<file path="config.mk">
export PLATFORM = sky130hd
export DESIGN_NAME = i2s_apb_feeder_flat
export DESIGN_NICKNAME = d
export VERILOG_FILES = /design/src/rtl/i2s_apb_feeder_if.sv /design/src/rtl/i2s_apb_feeder.sv /design/src/flat_wrapper.sv
export SDC_FILE = /design/constraint.sdc
export NUM_CORES = 1
export LEC_CHECK = 0
export CAP_MARGIN = 20
export CORE_MARGIN = 1.5
export CORE_UTILIZATION = 40
export DETAILED_ROUTE_END_ITERATION = 8
export DONT_BUFFER_PORTS = 1
export GPL_ROUTABILITY_DRIVEN = 0
export PLACE_DENSITY = 0.61
export SYNTH_ARGS = -nofsm -noshare
export SYNTH_HDL_FRONTEND = slang
export SYNTH_SLANG_ARGS = --single-unit
</file>
<file path="constraint.sdc">
create_clock -name pclk -period 3.5 [get_ports pclk]
set_input_delay 1.05 -clock pclk [delete_from_list [all_inputs] [get_ports pclk]]
set_output_delay 1.05 -clock pclk [all_outputs]
set_load 0.02 [all_outputs]
</file>
<file path="src/rtl/i2s_apb_feeder_if.sv">
// Bundle between an upstream sample/control source and the I2S APB feeder,
// carrying the sample stream, control requests and the APB write port to I2S_top.
interface i2s_apb_feeder_if #(
  parameter int GAP_W = 16
);
  logic             s_valid;
  logic [31:0]      s_data;
  logic             s_ready;
  logic             ctrl_wr;
  logic [31:0]      ctrl_word;
  logic             stream_en;
  logic [GAP_W-1:0] gap_cycles;
  logic             penable;
  logic             pwrite;
  logic [31:0]      paddr;
  logic [31:0]      pwdata;
  logic             busy;
  logic [15:0]      sent_count;

  modport master (
    output s_valid, s_data, ctrl_wr, ctrl_word, stream_en, gap_cycles,
    input  s_ready, penable, pwrite, paddr, pwdata, busy, sent_count
  );

  modport slave (
    input  s_valid, s_data, ctrl_wr, ctrl_word, stream_en, gap_cycles,
    output s_ready, penable, pwrite, paddr, pwdata, busy, sent_count
  );
endinterface

</file>
<file path="src/rtl/i2s_apb_feeder.sv">
// Buffers audio samples and feeds them, plus queued control words, to I2S_top
// as two-cycle APB writes, with a programmable idle gap after each data write.
module i2s_apb_feeder #(
  parameter int FIFO_DEPTH = 4,
  parameter int GAP_W      = 16
) (
  input logic             pclk,
  input logic             preset,
  i2s_apb_feeder_if.slave bus
);
  localparam int PTR_W = $clog2(FIFO_DEPTH);
  localparam int CNT_W = PTR_W + 1;

  localparam logic [2:0] IDLE        = 3'd0;
  localparam logic [2:0] CFG_SETUP   = 3'd1;
  localparam logic [2:0] CFG_ACCESS  = 3'd2;
  localparam logic [2:0] DATA_SETUP  = 3'd3;
  localparam logic [2:0] DATA_ACCESS = 3'd4;

  localparam logic [31:0] ADDR_TX   = 32'h0000_0000;
  localparam logic [31:0] ADDR_CTRL = 32'h0000_0004;

  logic [2:0]       state;
  logic [2:0]       state_nxt;
  logic [31:0]      mem [FIFO_DEPTH];
  logic [PTR_W-1:0] wr_ptr;
  logic [PTR_W-1:0] rd_ptr;
  logic [CNT_W-1:0] count;
  logic             full;
  logic             empty;
  logic             push;
  logic             pop;
  logic [31:0]      shadow;
  logic             ctrl_pend;
  logic [GAP_W-1:0] gap_cnt;
  logic [15:0]      sent_count;
  logic             penable_q;
  logic             pwrite_q;
  logic [31:0]      paddr_q;
  logic [31:0]      pwdata_q;

  assign full  = (count == CNT_W'(FIFO_DEPTH));
  assign empty = (count == '0);
  assign push  = bus.s_valid && !full;
  assign pop   = (state == DATA_ACCESS);

  // Control writes win over data and ignore the gap; data waits for the gap to expire.
  always_comb begin
    state_nxt = state;
    case (state)
      IDLE: begin
        if (ctrl_pend)
          state_nxt = CFG_SETUP;
        else if (bus.stream_en && !empty && (gap_cnt == '0))
          state_nxt = DATA_SETUP;
      end
      CFG_SETUP:  state_nxt = CFG_ACCESS;
      DATA_SETUP: state_nxt = DATA_ACCESS;
      default:    state_nxt = IDLE;
    endcase
  end

  always_ff @(posedge pclk) begin
    if (push)
      mem[wr_ptr] <= bus.s_data;
  end

  always_ff @(posedge pclk) begin
    if (preset) begin
      state      <= IDLE;
      wr_ptr     <= '0;
      rd_ptr     <= '0;
      count      <= '0;
      shadow     <= '0;
      ctrl_pend  <= 1'b0;
      gap_cnt    <= '0;
      sent_count <= '0;
      penable_q  <= 1'b0;
      pwrite_q   <= 1'b0;
      paddr_q    <= '0;
      pwdata_q   <= '0;
    end else begin
      state <= state_nxt;

      if (push)
        wr_ptr <= wr_ptr + 1'b1;
      if (pop)
        rd_ptr <= rd_ptr + 1'b1;
      if (push && !pop)
        count <= count + 1'b1;
      else if (pop && !push)
        count <= count - 1'b1;

      // The shadow value is captured when the write launches, so a request
      // arriving anywhere during the transfer stays pending for the next one.
      if (bus.ctrl_wr) begin
        shadow    <= bus.ctrl_word;
        ctrl_pend <= 1'b1;
      end else if (state_nxt == CFG_SETUP) begin
        ctrl_pend <= 1'b0;
      end

      if (state == DATA_ACCESS)
        gap_cnt <= bus.gap_cycles;
      else if ((state == IDLE) && (gap_cnt != '0))
        gap_cnt <= gap_cnt - 1'b1;

      if (state == DATA_ACCESS)
        sent_count <= sent_count + 16'd1;

      // APB outputs are registered alongside the state so they hold across SETUP->ACCESS.
      case (state_nxt)
        CFG_SETUP: begin
          penable_q <= 1'b0;
          pwrite_q  <= 1'b1;
          paddr_q   <= ADDR_CTRL;
          pwdata_q  <= shadow;
        end
        DATA_SETUP: begin
          penable_q <= 1'b0;
          pwrite_q  <= 1'b1;
          paddr_q   <= ADDR_TX;
          pwdata_q  <= mem[rd_ptr];
        end
        CFG_ACCESS, DATA_ACCESS: begin
          penable_q <= 1'b1;
        end
        default: begin
          penable_q <= 1'b0;
          pwrite_q  <= 1'b0;
          paddr_q   <= '0;
          pwdata_q  <= '0;
        end
      endcase
    end
  end

  assign bus.s_ready    = !full;
  assign bus.penable    = penable_q;
  assign bus.pwrite     = pwrite_q;
  assign bus.paddr      = paddr_q;
  assign bus.pwdata     = pwdata_q;
  assign bus.sent_count = sent_count;
  assign bus.busy       = (state != IDLE) || ctrl_pend || (gap_cnt != '0);
endmodule
</file>
<file path="src/flat_wrapper.sv">
// flat-port wrapper written by rule: the top's interface ports become plain ports
module i2s_apb_feeder_flat 
#(
  parameter int FIFO_DEPTH = 4,
  parameter int GAP_W      = 16
)
  (pclk, preset, bus_s_valid, bus_s_data, bus_ctrl_wr, bus_ctrl_word, bus_stream_en, bus_gap_cycles, bus_s_ready, bus_penable, bus_pwrite, bus_paddr, bus_pwdata, bus_busy, bus_sent_count);
  i2s_apb_feeder_if #(.GAP_W(GAP_W)) bus_i ();
  input logic pclk;
  input logic preset;
  input wire logic [$bits(bus_i.s_valid)-1:0] bus_s_valid;
  input wire logic [$bits(bus_i.s_data)-1:0] bus_s_data;
  input wire logic [$bits(bus_i.ctrl_wr)-1:0] bus_ctrl_wr;
  input wire logic [$bits(bus_i.ctrl_word)-1:0] bus_ctrl_word;
  input wire logic [$bits(bus_i.stream_en)-1:0] bus_stream_en;
  input wire logic [$bits(bus_i.gap_cycles)-1:0] bus_gap_cycles;
  output wire logic [$bits(bus_i.s_ready)-1:0] bus_s_ready;
  output wire logic [$bits(bus_i.penable)-1:0] bus_penable;
  output wire logic [$bits(bus_i.pwrite)-1:0] bus_pwrite;
  output wire logic [$bits(bus_i.paddr)-1:0] bus_paddr;
  output wire logic [$bits(bus_i.pwdata)-1:0] bus_pwdata;
  output wire logic [$bits(bus_i.busy)-1:0] bus_busy;
  output wire logic [$bits(bus_i.sent_count)-1:0] bus_sent_count;
  assign bus_i.s_valid = bus_s_valid;
  assign bus_i.s_data = bus_s_data;
  assign bus_i.ctrl_wr = bus_ctrl_wr;
  assign bus_i.ctrl_word = bus_ctrl_word;
  assign bus_i.stream_en = bus_stream_en;
  assign bus_i.gap_cycles = bus_gap_cycles;
  assign bus_s_ready = bus_i.s_ready;
  assign bus_penable = bus_i.penable;
  assign bus_pwrite = bus_i.pwrite;
  assign bus_paddr = bus_i.paddr;
  assign bus_pwdata = bus_i.pwdata;
  assign bus_busy = bus_i.busy;
  assign bus_sent_count = bus_i.sent_count;
  i2s_apb_feeder #(.FIFO_DEPTH(FIFO_DEPTH), .GAP_W(GAP_W)) u_core (.pclk(pclk), .preset(preset), .bus(bus_i));
endmodule
</file>
==> reports/results.env, run 1 <==
VIAS=5951
HOLD_BUFFERS=0
WHS_PATH_DEPTH=2
GRT_UTIL_MET3_PCT=5.68
IO_PINS=169
STATUS='complete, no violations'
YOSYS.AREA_SHARE.SIMPLE_PCT=10.4
FLOORPLAN.DIE.HEIGHT_UM=159
INITIAL_CORE_UTIL_PCT=41.2
ROOT_BUFFER='sky130_fd_sc_hd__clkbuf_16'
DRC=0
CORE_SQ_UM=23700
DRIVE_GT1_SHARE_PCT=13.9
SETUP_VIOL=0
REGAREA_SQ_UM=6090
HOLDCRITPATHCLASS='reg2reg'
FLOORPLAN.DIE_AREA_SQ_UM=25300
GRT_PASS1_WL_UM=34300
FIN_AREA_SQ_UM=10900
FINCLKSKEW_NS=0.0106
DRTITER0DRC=496
DP.FINAL_HPWL_UM=14200
SYNTH_ADDER_AREA_SHARE_PCT=1.23
CTSLONGESTPATHBUFFERS=3
SYN-CELL-AREA_SQ_UM=9760
ROUTE.ANTENNA.REMAINING_NETS=0
POWERDENSITY_nW_PER_UM2=678
POST_SYNTH.CELL_AREA_AVG_SQ_UM=12.6
CTS_POST_SETUP_BUFFERS_INSERTED=0
N_ANTENNA_CELL=0
POSTCTSRESIZEDCELLS=0
DETAILEDROUTE.FIRSTPASSITERATIONCOUNT=5
POST_SYNTH_INST_COUNT=772
MULTIINPUTGATEAREA_SQ_UM=3330
POST_SYNTH_NUM_CELL_TYPES=51
SEQ_AREA_FRAC_SYNTH_PCT=62.4
CLK_PIN_SLEW_NS=0.06
DIE_W_UM=159
GRT.MET2_USAGE_PCT=28.0
MUXSHAREOFSYNTHAREA_PCT=11.0
CRIT_SLOWEST_CELL='sky130_fd_sc_hd__or4b_4'
TIMING.HOLD.WORST_ENDPOINT='u_core.shadow[11]'
CRITICAL_PATH.MAX_FANOUT=6
HOLD_START='u_core.shadow[11]'
YS_WARN_COUNT=0
GRT.BUSIEST_LAYER='met2'
CAP_VIOLATIONS=0
FINISH.NET_COUNT=863
SYNTH_ENABLE_FLOP_CELLS=128
R2R_SLACK_NS=1.02
POSTPLACECELLAREA_SQ_UM=10000
R2R.WORST_PATH.CELLS=7
WORST_SETUP_PATH_END_KIND='output port'
ANTENNA_FOUND_INITIAL=0
TIMING.SETUP.TNS_NS=0
DETAIL_ROUTE.WIRELENGTH_UM=21800
CRIT_BUF_INV=2
HOLDWS_NS=0.490
WORST_R2R_STARTPOINT='u_core.gap_cnt[0]'
PORT_BUFFERS=0
CPPEAKSTAGEDELAY_NS=0.51
FP-ROW-COUNT=56
GRT_START_MAX_NET_PINS=76
SYNTH_COMPOUND_GATE_AREA_SHARE_PCT=8.63
HIGHEST_ACHIEVABLE_CLOCK_RATE_MHz=310
SYNTH_TOP_FAMILY_BY_AREA='multiplexers'
UNREPAIRED_SETUP_ENDPOINTS_AFTER_GLOBAL_ROUTING='no'
SYNTH_FF_TYPE='sky130_fd_sc_hd__edfxtp_1'
MOST-COMMON-LAYOUT-CELLS='sky130_fd_sc_hd__edfxtp_1 (128), sky130_fd_sc_hd__dfxtp_1 (110), sky130_fd_sc_hd__a21oi_1 (78)'
SLEW_HEADROOM_PCT=35.2
CTS_TREE='done'
STARTPOINT_TYPE='flop'
POWER_LEAKAGE_nW=3.74
YS_SEQ_ELEMENTS=240
GRT_USAGE_PCT=17.2
SYNTH-XOR-AREA-SHARE_PCT=1.44
WORST_SLEW_PIN_TRAN_NS=0.970
YS_ASYNC_SR_FRACTION_PCT=0
CTS.SINK_COUNT=240
PERIOD_MINUS_SLACK_NS=3.23
CTS_MADE_BUFFERS=27
LAYOUT_FILLER_CELL_COUNT=2148
CLK-INSERTION-DELAY-LATE_NS=0.53
WORST_PATH_CLASS_SETUP='reg2out'
SERIES_OF_CELL_INSTANCES_ALONG_THE_CRITICAL_PATH='inv_1 -> ha_1 -> or4b_4 -> nor4_4 -> nand2_1 -> buf_4'
MOST_COMMON_LIBRARY_CELL_IN_THE_LAYOUT_IGNORING_FILL_AND_TAPS='sky130_fd_sc_hd__edfxtp_1'
CP.DEPTH=6
WORSTPATHREQUIRED_NS=2.45
WL_PER_CELL_UM=19.7
FINAL_HOLD_VIOL_COUNT=0
WORST-ENDPOINT-ARRIVAL_NS=2.18
TIMING.CRITICAL_PATH.MAX_DELAY_FAMILY='simple AND/OR/NAND/NOR gates'
POWER.IR.VDD_WORST_mV=0.394
SLEW_VIOLATIONS=0
FINAL_WORST_PATH_PERIOD_SHARE_PCT=92.3
VIAS_IN_THE_FIRST_GLOBAL_ROUTE=5910
CTS_HTREE_LEVELS=1
SYN_TO_FINAL_GROWTH_PCT=11.9
GRT.MET1_USAGE_PCT=22.2
GRT_OVERFLOW_TOTAL=0
DRT-VIAS-PER-INSTANCE=5.37
TIMING.RR.END='u_core.gap_cnt[6]'
[worst max-delay path by stage]
stage,from,end
floorplan,u_core.gap_cnt[0],bus_busy
global placement,u_core.gap_cnt[0],bus_busy
detailed placement,u_core.gap_cnt[0],bus_busy
CTS,u_core.gap_cnt[0],bus_busy
global route,u_core.gap_cnt[0],bus_busy
finish,u_core.gap_cnt[0],bus_busy
[synth_stat cells (all sizes together), types with 7 or more instances]
library cell | count | area (sq um)
a21oi | 78 | 390
dfxtp | 112 | 2240
or2 | 7 | 46.3
nor4 | 7 | 58.8
mux4 | 32 | 721
clkbuf | 38 | 143
xor2 | 8 | 70.1
inv | 10 | 37.5
nor2 | 69 | 259
nand3 | 38 | 190
o31ai | 9 | 67.6
a311oi | 9 | 78.8
edfxtp | 128 | 3840
or4 | 10 | 75.1
xnor2 | 8 | 70.1
o21ai | 45 | 225
or3 | 13 | 81.3
ha | 8 | 100
and2 | 7 | 43.8
buf | 43 | 297
nand2 | 20 | 75.1
mux2i | 35 | 350
[kinds of logic after synthesis]
group / count (synthesis)
buffers and inverters: 91
AND/OR/NAND/NOR: 197
AO/OA/AOI/OAI: 151
flip-flops: 240
adder cells (fa/ha/maj): 9
other: 1
multiplexers: 67
XOR/XNOR: 16
[tightest hold or removal path: cells and delay by family (launching register included)]
kind	cells	cell delay, ns
multiplexers	1	0.06
flip-flops	1	0.32
AND/OR/NAND/NOR	1	0.07
[layout make-up]
type | instances | share of cell area (%)
Multi-Input combinational cell | 471 | 30.5
Tap cell | 319 | 3.66
Sequential cell | 240 | 55.8
Clock inverter | 11 | 1.29
Inverter | 10 | 0.344
Clock buffer | 38 | 7.02
Timing Repair Buffer | 19 | 1.42
[where the power goes]
part,leakage [nW],switching (mW),internal (mW),total [mW]
Sequential,2.09,0.209,3.24,3.45
Clock,0.440,1.09,1.75,2.84
Combinational,1.21,0.696,0.422,1.12
Total,3.74,2.00,5.41,7.41
[through the flow]
| step | power [mW] | worst slack (ns) | util (%) | instances |
|---|---|---|---|---|
| 2_1_floorplan | 4.38 | 0.448 | - | 802 |
| 3_3_place_gp | 4.61 | 0.830 | 42.3 | 1059 |
| 3_5_place_dp | 4.63 | 0.804 | 42.3 | 1059 |
| 4_1_cts | 7.50 | 0.228 | 46.1 | 1108 |
| 5_1_grt | 7.77 | 0.124 | 46.1 | 1108 |
| 6_report | 7.41 | 0.269 | 46.1 | 1108 |
[per-layer routing]
metal,wire (um),vias up
li1,-,2821
met2,10200,196
met5,0,-
met4,344,0
met3,2000,27
met1,9320,2907
[registers in the layout, summed over array words and instances, names as in the netlist, 2 cells and up, named ones only]
register,cells
u_core.mem,128
u_core.bus.pwdata,32
u_core.shadow,32
u_core.bus.sent_count,16
u_core.gap_cnt,16
u_core.count,3
u_core.state,3
u_core.rd_ptr,2
u_core.wr_ptr,2
Power figures use the tool's default switching activity.
==> inputs of run 2 (changes only) <==
==> constraint.sdc (replaced) <==
create_clock -name pclk -period 3.5 [get_ports pclk]
set_input_delay 0.875 -clock pclk [delete_from_list [all_inputs] [get_ports pclk]]
set_output_delay 0.875 -clock pclk [all_outputs]
set_load 0.02 [all_outputs]
==> run 2 against run 1 <==
Effect of this change:
- critical endpoint unchanged
- core utilization fell by 0.47 points
- design area decreased by 1.0%
- final cell count fell by 0.54%
- wire length down 0.55%
- clock power fell by 8.1%
- largest cell class unchanged
- via count is 1.4% lower
- setup slack gained 0.16 ns
==> reports/results.env, run 2 (same netlist as run 1, synthesis figures left out) <==
STATUS='complete, no violations'
CLK-INSERTION-DELAY-LATE_NS=0.52  # about the same
WL_PER_CELL_UM=19.7  # about the same
WORST_PATH_CLASS_SETUP='reg2out'
CRIT_SLOWEST_CELL='sky130_fd_sc_hd__or4b_4'
FLOORPLAN.DIE_AREA_SQ_UM=25300  # unchanged
IO_PINS=169  # unchanged
DETAIL_ROUTE.WIRELENGTH_UM=21700  # -0.55%
VIAS=5866  # -1.4%
POSTCTSRESIZEDCELLS=0  # unchanged
HOLDCRITPATHCLASS='in2reg'
CPPEAKSTAGEDELAY_NS=0.51  # about the same
TIMING.RR.END='u_core.gap_cnt[3]'
DRT-VIAS-PER-INSTANCE=5.32  # -0.89%
PLACE_WS_NS=0.970  # +0.167 ns
HOLD_BUFFERS=0  # unchanged
FP-ROW-COUNT=56  # unchanged
FINISH.NET_COUNT=858  # -0.58%
ROOT_BUFFER='sky130_fd_sc_hd__clkbuf_16'
WORST-ENDPOINT-ARRIVAL_NS=2.19  # about the same
GRT_START_MAX_NET_PINS=76  # unchanged
CTS_POST_SETUP_BUFFERS_INSERTED=0  # unchanged
SERIES_OF_CELL_INSTANCES_ALONG_THE_CRITICAL_PATH='inv_1 -> ha_1 -> or4b_4 -> nor4_4 -> nand2_1 -> buf_4'
CORE_SQ_UM=23700  # unchanged
VIAS_IN_THE_FIRST_GLOBAL_ROUTE=5938  # +0.47%
LARGEST_REG_FLOPS=128  # unchanged
CAP_VIOLATIONS=0  # unchanged
MOST-COMMON-LAYOUT-CELLS='sky130_fd_sc_hd__edfxtp_1 (128), sky130_fd_sc_hd__dfxtp_1 (110), sky130_fd_sc_hd__a21oi_1 (78)'
FINAL_WORST_PATH_PERIOD_SHARE_PCT=87.6  # -4.7 points
WHS_PATH_DEPTH=1  # -1
FINCLKSKEW_NS=0.00975  # -0.000833 ns
CRIT_START='u_core.gap_cnt[0]'
DIE_W_UM=159  # unchanged
CTSLONGESTPATHBUFFERS=3  # unchanged
UNREPAIRED_SETUP_ENDPOINTS_AFTER_GLOBAL_ROUTING='no'
CTS.SINK_COUNT=240  # unchanged
INITIAL_CORE_UTIL_PCT=41.2  # unchanged
N_ANTENNA_CELL=0  # unchanged
CTS_MADE_BUFFERS=25  # -7.4%
PORT_BUFFERS=0  # unchanged
HIGHEST_ACHIEVABLE_CLOCK_RATE_MHz=326  # +5.3%
ANTENNA_FOUND_INITIAL=0  # unchanged
SLEW_VIOLATIONS=0  # unchanged
STARTPOINT_TYPE='flop'
DRIVE_GT1_SHARE_PCT=12.9  # -1.0 points
GRT_OVERFLOW_TOTAL=0  # unchanged
SLEW_HEADROOM_PCT=34.8  # -0.39 points
CTS_HTREE_LEVELS=1  # unchanged
MULTIINPUTGATEAREA_SQ_UM=3330  # unchanged
DRTITER0DRC=507  # +2.2%
FINAL.SETUP.WORST_SLACK_NS=0.433  # +0.164 ns
PERIOD_MINUS_SLACK_NS=3.07  # -0.164 ns
TIMING.SETUP.TNS_NS=0  # unchanged
TIMING.CRITICAL_PATH.MAX_DELAY_FAMILY='simple AND/OR/NAND/NOR gates'
DP.FINAL_HPWL_UM=13700  # -3.3%
SETUP.WORST_PATH.END='bus_busy'
ROUTE.ANTENNA.REMAINING_NETS=0  # unchanged
DRC=0  # unchanged
CRIT_BUF_INV=2  # unchanged
WORST_SLEW_PIN_TRAN_NS=0.976  # +0.00582 ns
POWER.IR.VDD_WORST_mV=0.398  # +1.1%
MOST_COMMON_LIBRARY_CELL_IN_THE_LAYOUT_IGNORING_FILL_AND_TAPS='sky130_fd_sc_hd__edfxtp_1'
GRT_PASS1_WL_UM=34500  # +0.62%
CLK_PIN_SLEW_NS=0.06  # about the same
POWERDENSITY_nW_PER_UM2=663  # -2.3%
SETUP_VIOL=0  # unchanged
R2R.WORST_PATH.CELLS=7  # unchanged
WORSTPATHREQUIRED_NS=2.62  # +0.17 ns
CRITICAL_PATH.MAX_FANOUT=6  # unchanged
WORST_R2R_STARTPOINT='u_core.gap_cnt[0]'
POWER_LEAKAGE_nW=3.68  # -1.6%
LAYOUT_FILLER_CELL_COUNT=2174  # +1.2%
GRT_USAGE_PCT=17.3  # +0.051 points
CP.DEPTH=6  # unchanged
CTS_TREE='done'
DETAILEDROUTE.FIRSTPASSITERATIONCOUNT=4  # -1
SYN_TO_FINAL_GROWTH_PCT=10.8
FINAL_HOLD_VIOL_COUNT=0  # unchanged
FLOORPLAN.DIE.HEIGHT_UM=159  # unchanged
WORST_SETUP_PATH_END_KIND='output port'
R2R_SLACK_NS=1.04  # +0.02 ns
REGAREA_SQ_UM=6090  # unchanged
REGMOSTFLOPS='u_core.mem'
run 2: cell types whose count changed in the layout (fill, tap and decap cells not counted), sizes merged:
cell / previous run / this run
clkbuf: 38 / 30
clkinv: 5 / 11
buf: 19 / 16
clkinvlp: 2 / 1
run 2: layout make-up:
type                       count  area share (%)
clock buffer                  30            5.96
clock inverter                16            1.50
inverter                      10           0.347
multi-input combinational    471            30.8
sequential                   240            56.3
tap                          319            3.69
timing repair buffer          16            1.34
run 2: how the worst min path moves through the flow:
stage	startpoint	endpoint	slack, ns
global placement	u_core.shadow[17]	u_core.shadow[17]	0.48
detailed placement	u_core.shadow[12]	u_core.shadow[12]	0.48
finish	preset	u_core.count[2]	0.42
global route	preset	u_core.count[2]	0.40
floorplan	u_core.shadow[0]	u_core.shadow[0]	0.46
CTS	preset	u_core.count[2]	0.40
run 2: worst register-to-register path, delay by kind of cell (launching register included):
family                     cells  cell delay, ns
buffers and inverters          2            0.62
DFF                            1            0.35
AOI/OAI and AO/OA              2            0.45
and+or+nand+nor                2            0.84
adders and majority gates      1            0.13
run 2: per-layer routing:
layer	up-vias	GRT usage (%)	share of wire, %
met5	-	0	0
met2	183	27.5	45
li1	2804	-	-
met3	24	5.73	8.8
met4	0	3.56	1.4
met1	2855	23.1	45
run 2: metrics by stage:
stage	instances	hold slack [ns]	utilization, %	power, mW	cell area [sq um]
global placement	1056	0.478	42.2	4.62	10000
global route	1102	0.404	45.6	7.51	10800
CTS	1102	0.403	45.6	7.25	10800
floorplan	802	0.461	-	4.38	9870
finish	1102	0.424	45.6	7.17	10800
detailed placement	1056	0.480	42.2	4.63	10000
run 2: report_power, final:
part / total [mW] / internal [mW] / switching [mW]
Clock: 2.61 / 1.54 / 1.07
Sequential: 3.45 / 3.24 / 0.207
Combinational: 1.11 / 0.420 / 0.688
Total: 7.17 / 5.20 / 1.97
==> patch 1: new RTL, flow settings as in run 2 <==
Reset style: asynchronous (`preset`), changed in one clocked block.
--- a/src/rtl/i2s_apb_feeder.sv
+++ b/src/rtl/i2s_apb_feeder.sv
@@ -66,5 +66,5 @@
   end
 
-  always_ff @(posedge pclk) begin
+  always_ff @(posedge pclk or posedge preset) begin
     if (preset) begin
       state      <= IDLE;
Check against the original RTL: differs if preset is asserted again (counterexample within 4 cycles, from zero or initial values and one cycle with preset high); with preset held inactive, the same outputs for 4 cycles.
==> patch 1 against run 2 <==
Wire length shrank 8.3%. Worst hold slack worse by 21 ps. Synthesized area grew 0.32%. Clock power is essentially flat. Combinational power grew 82%. First-iteration DRC count decreased by 29%. Sequential share of layout area grew 4.5 points. Worst setup slack gained 140 ps. Sequential cell count shrank 2. Highest routed layer unchanged. Critical path type unchanged. Power rose by 25%. Clock skew increased by 25 ps. Final area is 0.42% higher. Synthesized cell count shrank 17%.
==> patch 1: results <==
set metrics [dict create \
    yosys.area_share.xor_xnor 0.0188 \
    htree_levels 1 \
    fin_cells 992 \
    drt-total-wl_um 19900 \
    synth_cell_types 60 \
    drt_iter0_drc 359 \
    grt.total_usage 0.159 \
    place_hpwl_um 12700 \
    synth_common_cells "edfxtp_1 (128), dfrtp_1 (110), inv_1 (40), mux2_2 (34)" \
    status "completed" \
    wl_met1_um 7940 \
    vias 5260 \
    worstSkewPairLatency_ps 540 \
    grt_pass1_wl_um 31800 \
    drive_above_1_share 0.187 \
    p_leak_nw 4.14 \
    grt_max_degree 111 \
    maxSlewHeadroom 0.372 \
    slowest_delay_ps 420 \
    dr.pass1.iters 4 \
    hp-class "input port to asynchronous set/reset pin" \
    cp_max_fo 5 \
    seq_area_frac_synth 0.674 \
    yosysTopAreaCellShare 0.393 \
    synthMuxAreaShare 0.114 \
    grt_pass1_vias 5687 \
    post-place-cells 944 \
    async_reset_ff_frac 0.462 \
    synth_fa_ha_area_frac 0.0123 \
    met2WireLength_um 10100 \
    cts_buffers 26 \
    yosys-top-cells-area "edfxtp_1 (39%), dfrtp_1 (28%), mux4_2 (7.4%), mux2_2 (3.9%), a22oi_1 (2.5%)" \
    cp.arrival_ps 2050 \
    synth_compound_area_frac 0.0749 \
    critical-path-slowest-cell "dfrtp_1" \
    met3WireLength_um 1510 \
    ir_drop_uv 343 \
    postPlaceCellArea_mm2 0.0100 \
    fillCellCount 2134 \
    fin_nets 742 \
    avgSynthCellArea_um2 15.2 \
]
[patch 1: path summary, 6_finish.rpt]
check / startpoint / end
setup reg to reg: u_core.gap_cnt[0] / u_core.bus.pwdata[16]
max in group asynchronous: preset / u_core.rd_ptr[0]
hold reg to reg: u_core.shadow[12] / u_core.bus.pwdata[12]
hold / removal: preset / u_core.shadow[13]
setup / recovery: u_core.gap_cnt[0] / bus_busy
min in group pclk: bus_s_data[21] / u_core.mem[1][21]
[patch 1: layout make-up]
cell class | instances | area (um2) | area share
flip-flops and latches | 238 | 6600 | 0.608
multi-input cells | 336 | 2810 | 0.259
well taps | 324 | 405 | 0.0374
repair buffers | 5 | 50.0 | 0.00461
inverters | 41 | 158 | 0.0145
clock buffers | 40 | 734 | 0.0677
clock inverters | 8 | 93.8 | 0.00865
[patch 1: report_power, final]
group | internal [mW] | switching (mW) | total (mW)
Clock | 1.53 | 1.07 | 2.60
Combinational | 0.890 | 1.13 | 2.02
Sequential | 3.65 | 0.703 | 4.35
[patch 1: metal layers]
layer / up-vias / global-route usage
met5: - / 0
met4: 0 / 0.0485
met3: 39 / 0.0477
met2: 189 / 0.272
met1: 2689 / 0.195
li1: 2343 / -
[patch 1: worst reg2reg max path, delay by kind of cell (launching register included)]
family / cells / cell delay (ps)
simple gates: 4 / 1300
flops: 1 / 420
compound gates: 1 / 400
fa+ha+maj: 1 / 140
buf+inv: 1 / 110
[patch 1: stage by stage]
stage	util	power [mW]	hold WS, ps	setup slack (ps)
6_report	0.449	8.97	403	577
5_1_grt	0.449	9.50	398	422
4_1_cts	0.449	9.11	402	559
3_5_place_dp	0.415	6.50	493	1020
3_3_place_gp	0.415	6.38	477	1100
2_1_floorplan	-	5.89	464	1270
==> patch 2: new RTL, config.mk and constraints of run 2 <==
Made on the original files. `FIFO_DEPTH` is set to 4 in 2 places; all go to 16.
--- a/src/rtl/i2s_apb_feeder.sv
+++ b/src/rtl/i2s_apb_feeder.sv
@@ -2,5 +2,5 @@
 // as two-cycle APB writes, with a programmable idle gap after each data write.
 module i2s_apb_feeder #(
-  parameter int FIFO_DEPTH = 4,
+  parameter int FIFO_DEPTH = 16,
   parameter int GAP_W      = 16
 ) (
--- a/src/flat_wrapper.sv
+++ b/src/flat_wrapper.sv
@@ -2,5 +2,5 @@
 module i2s_apb_feeder_flat 
 #(
-  parameter int FIFO_DEPTH = 4,
+  parameter int FIFO_DEPTH = 16,
   parameter int GAP_W      = 16
 )
Check against the original RTL: same outputs for any inputs over 4 cycles, from zero or initial values and one cycle with preset high; that may be too few to reach the edited logic, so the function may still have changed.
==> patch 2 against run 2 <==
Largest power group unchanged. Worst setup slack worse by 230 ps. Sequential cell count up 392. Synthesized area grew to 2.5 times the old value. Global-route usage rose by 0.62 points. Fmax decreased by 6.9%. Highest routed layer is now met5. Wire length grew to 2.6 times the old value. Power grew 140%. Final area rose to 2.6 times the old value. Critical endpoint unchanged. Critical path type unchanged. Largest cell class unchanged.
==> patch 2: results <==
set metrics [dict create \
    synth_cell_types 56 \
    p_leak_nw 9.05 \
    antenna_found_initial 2 \
    slowest_delay_ps 480 \
    cts_buffers 67 \
    grt.total_usage 0.179 \
    fin_nets 1521 \
    synth_common_cells "edfxtp_1 (512), nor2_1 (133), mux4_2 (128), dfxtp_1 (120), a22oi_1 (65)" \
    whs_endpoint "u_core.shadow[4]" \
    drt_iter0_drc 1168 \
    synth-edff-count 512 \
    grt_pass1_wl_um 83600 \
    reg2reg_depth 10 \
    htree_levels 3 \
    seq_area_frac_synth 0.715 \
    vias_per_cell 5.41 \
    cp_max_fo 5 \
    status "completed" \
    grt_max_degree 117 \
    ir_drop_uv 337 \
    yosys-top-cells-area "edfxtp_1 (62%), mux4_2 (12%), dfxtp_1 (9.7%), nor2_1 (2.0%), a22oi_1 (2.0%)" \
    drt-total-wl_um 56000 \
    critical-path-slowest-cell "nor3b_1" \
    maxSlewHeadroom 0.540 \
    cp.arrival_ps 2420 \
    grt_pass1_vias 12900 \
    r2r_start "u_core.state[2]" \
    crit_path_start "u_core.gap_cnt[0]" \
    skew_ps 18.9 \
    drive_above_1_share 0.239 \
    worstSkewPairLatency_ps 600 \
    largest_reg_flops 512 \
    place_hpwl_um 33000 \
    r2r-end "u_core.count[4]" \
    ff2ff_setup_slack_ps 600 \
    fillCellCount 5161 \
    postCtsSetupRepairBufs 0 \
]
-- patch 2: changes by cell type after synthesis, moves of 17 or more --
cell             run 2  this run
a21oi_1             78        15
a221oi_2             0        29
a22oi_1              0        65
buf_2                3        20
clkbuf_1            38        60
edfxtp_1           128       512
mux4_2              32       128
nand2_1             20        52
nand3_1             38         8
nor2_1              69       133
nor3_2               0        30
o21ai_0             43         6
-- patch 2: kinds of logic (layout without fill, tap and decap cells) --
logic type | Yosys count | in the layout | share of synthesized area
flip-flops | 632 | 632 | 0.715
AND/OR/NAND/NOR | 284 | 284 | 0.0585
multiplexers | 165 | 165 | 0.131
AO/OA/AOI/OAI | 147 | 147 | 0.0517
buffers and inverters | 127 | 175 | 0.0262
XOR/XNOR | 29 | 29 | 0.0102
adder cells (fa/ha/maj) | 13 | 13 | 0.00685
other | 1 | 31 | 0.000151
-- patch 2: routing by layer --
layer	GRT usage	wire length, um
met1	0.239	23800
met2	0.294	27500
met5	0	13
met4	0.0503	929
met3	0.0411	3730
-- patch 2: stage by stage --
stage	setup slack (ps)	instances	area, um2	hold slack [ps]	setup TNS (ps)
after CTS	224	2313	28200	323	0
after floorplan	-690	1428	25000	460	-66230
after detailed placement	627	2191	26100	498	0
final	206	2313	28200	365	0
after global routing	45.5	2313	28200	334	0
after global placement	667	2191	26100	483	0
-- patch 2: cell type report --
cell class,instances,area share
repair buffers,42,0.0192
inverters,11,0.00147
clock buffers,85,0.0642
well taps,837,0.0372
multi-input cells,669,0.237
clock inverters,37,0.00986
flip-flops and latches,632,0.631
-- patch 2: power by group --
part / switching (mW) / internal [mW]
logic: 1.07 / 0.715
registers: 0.296 / 8.47
clock network: 2.83 / 3.89
total: 4.20 / 13.1
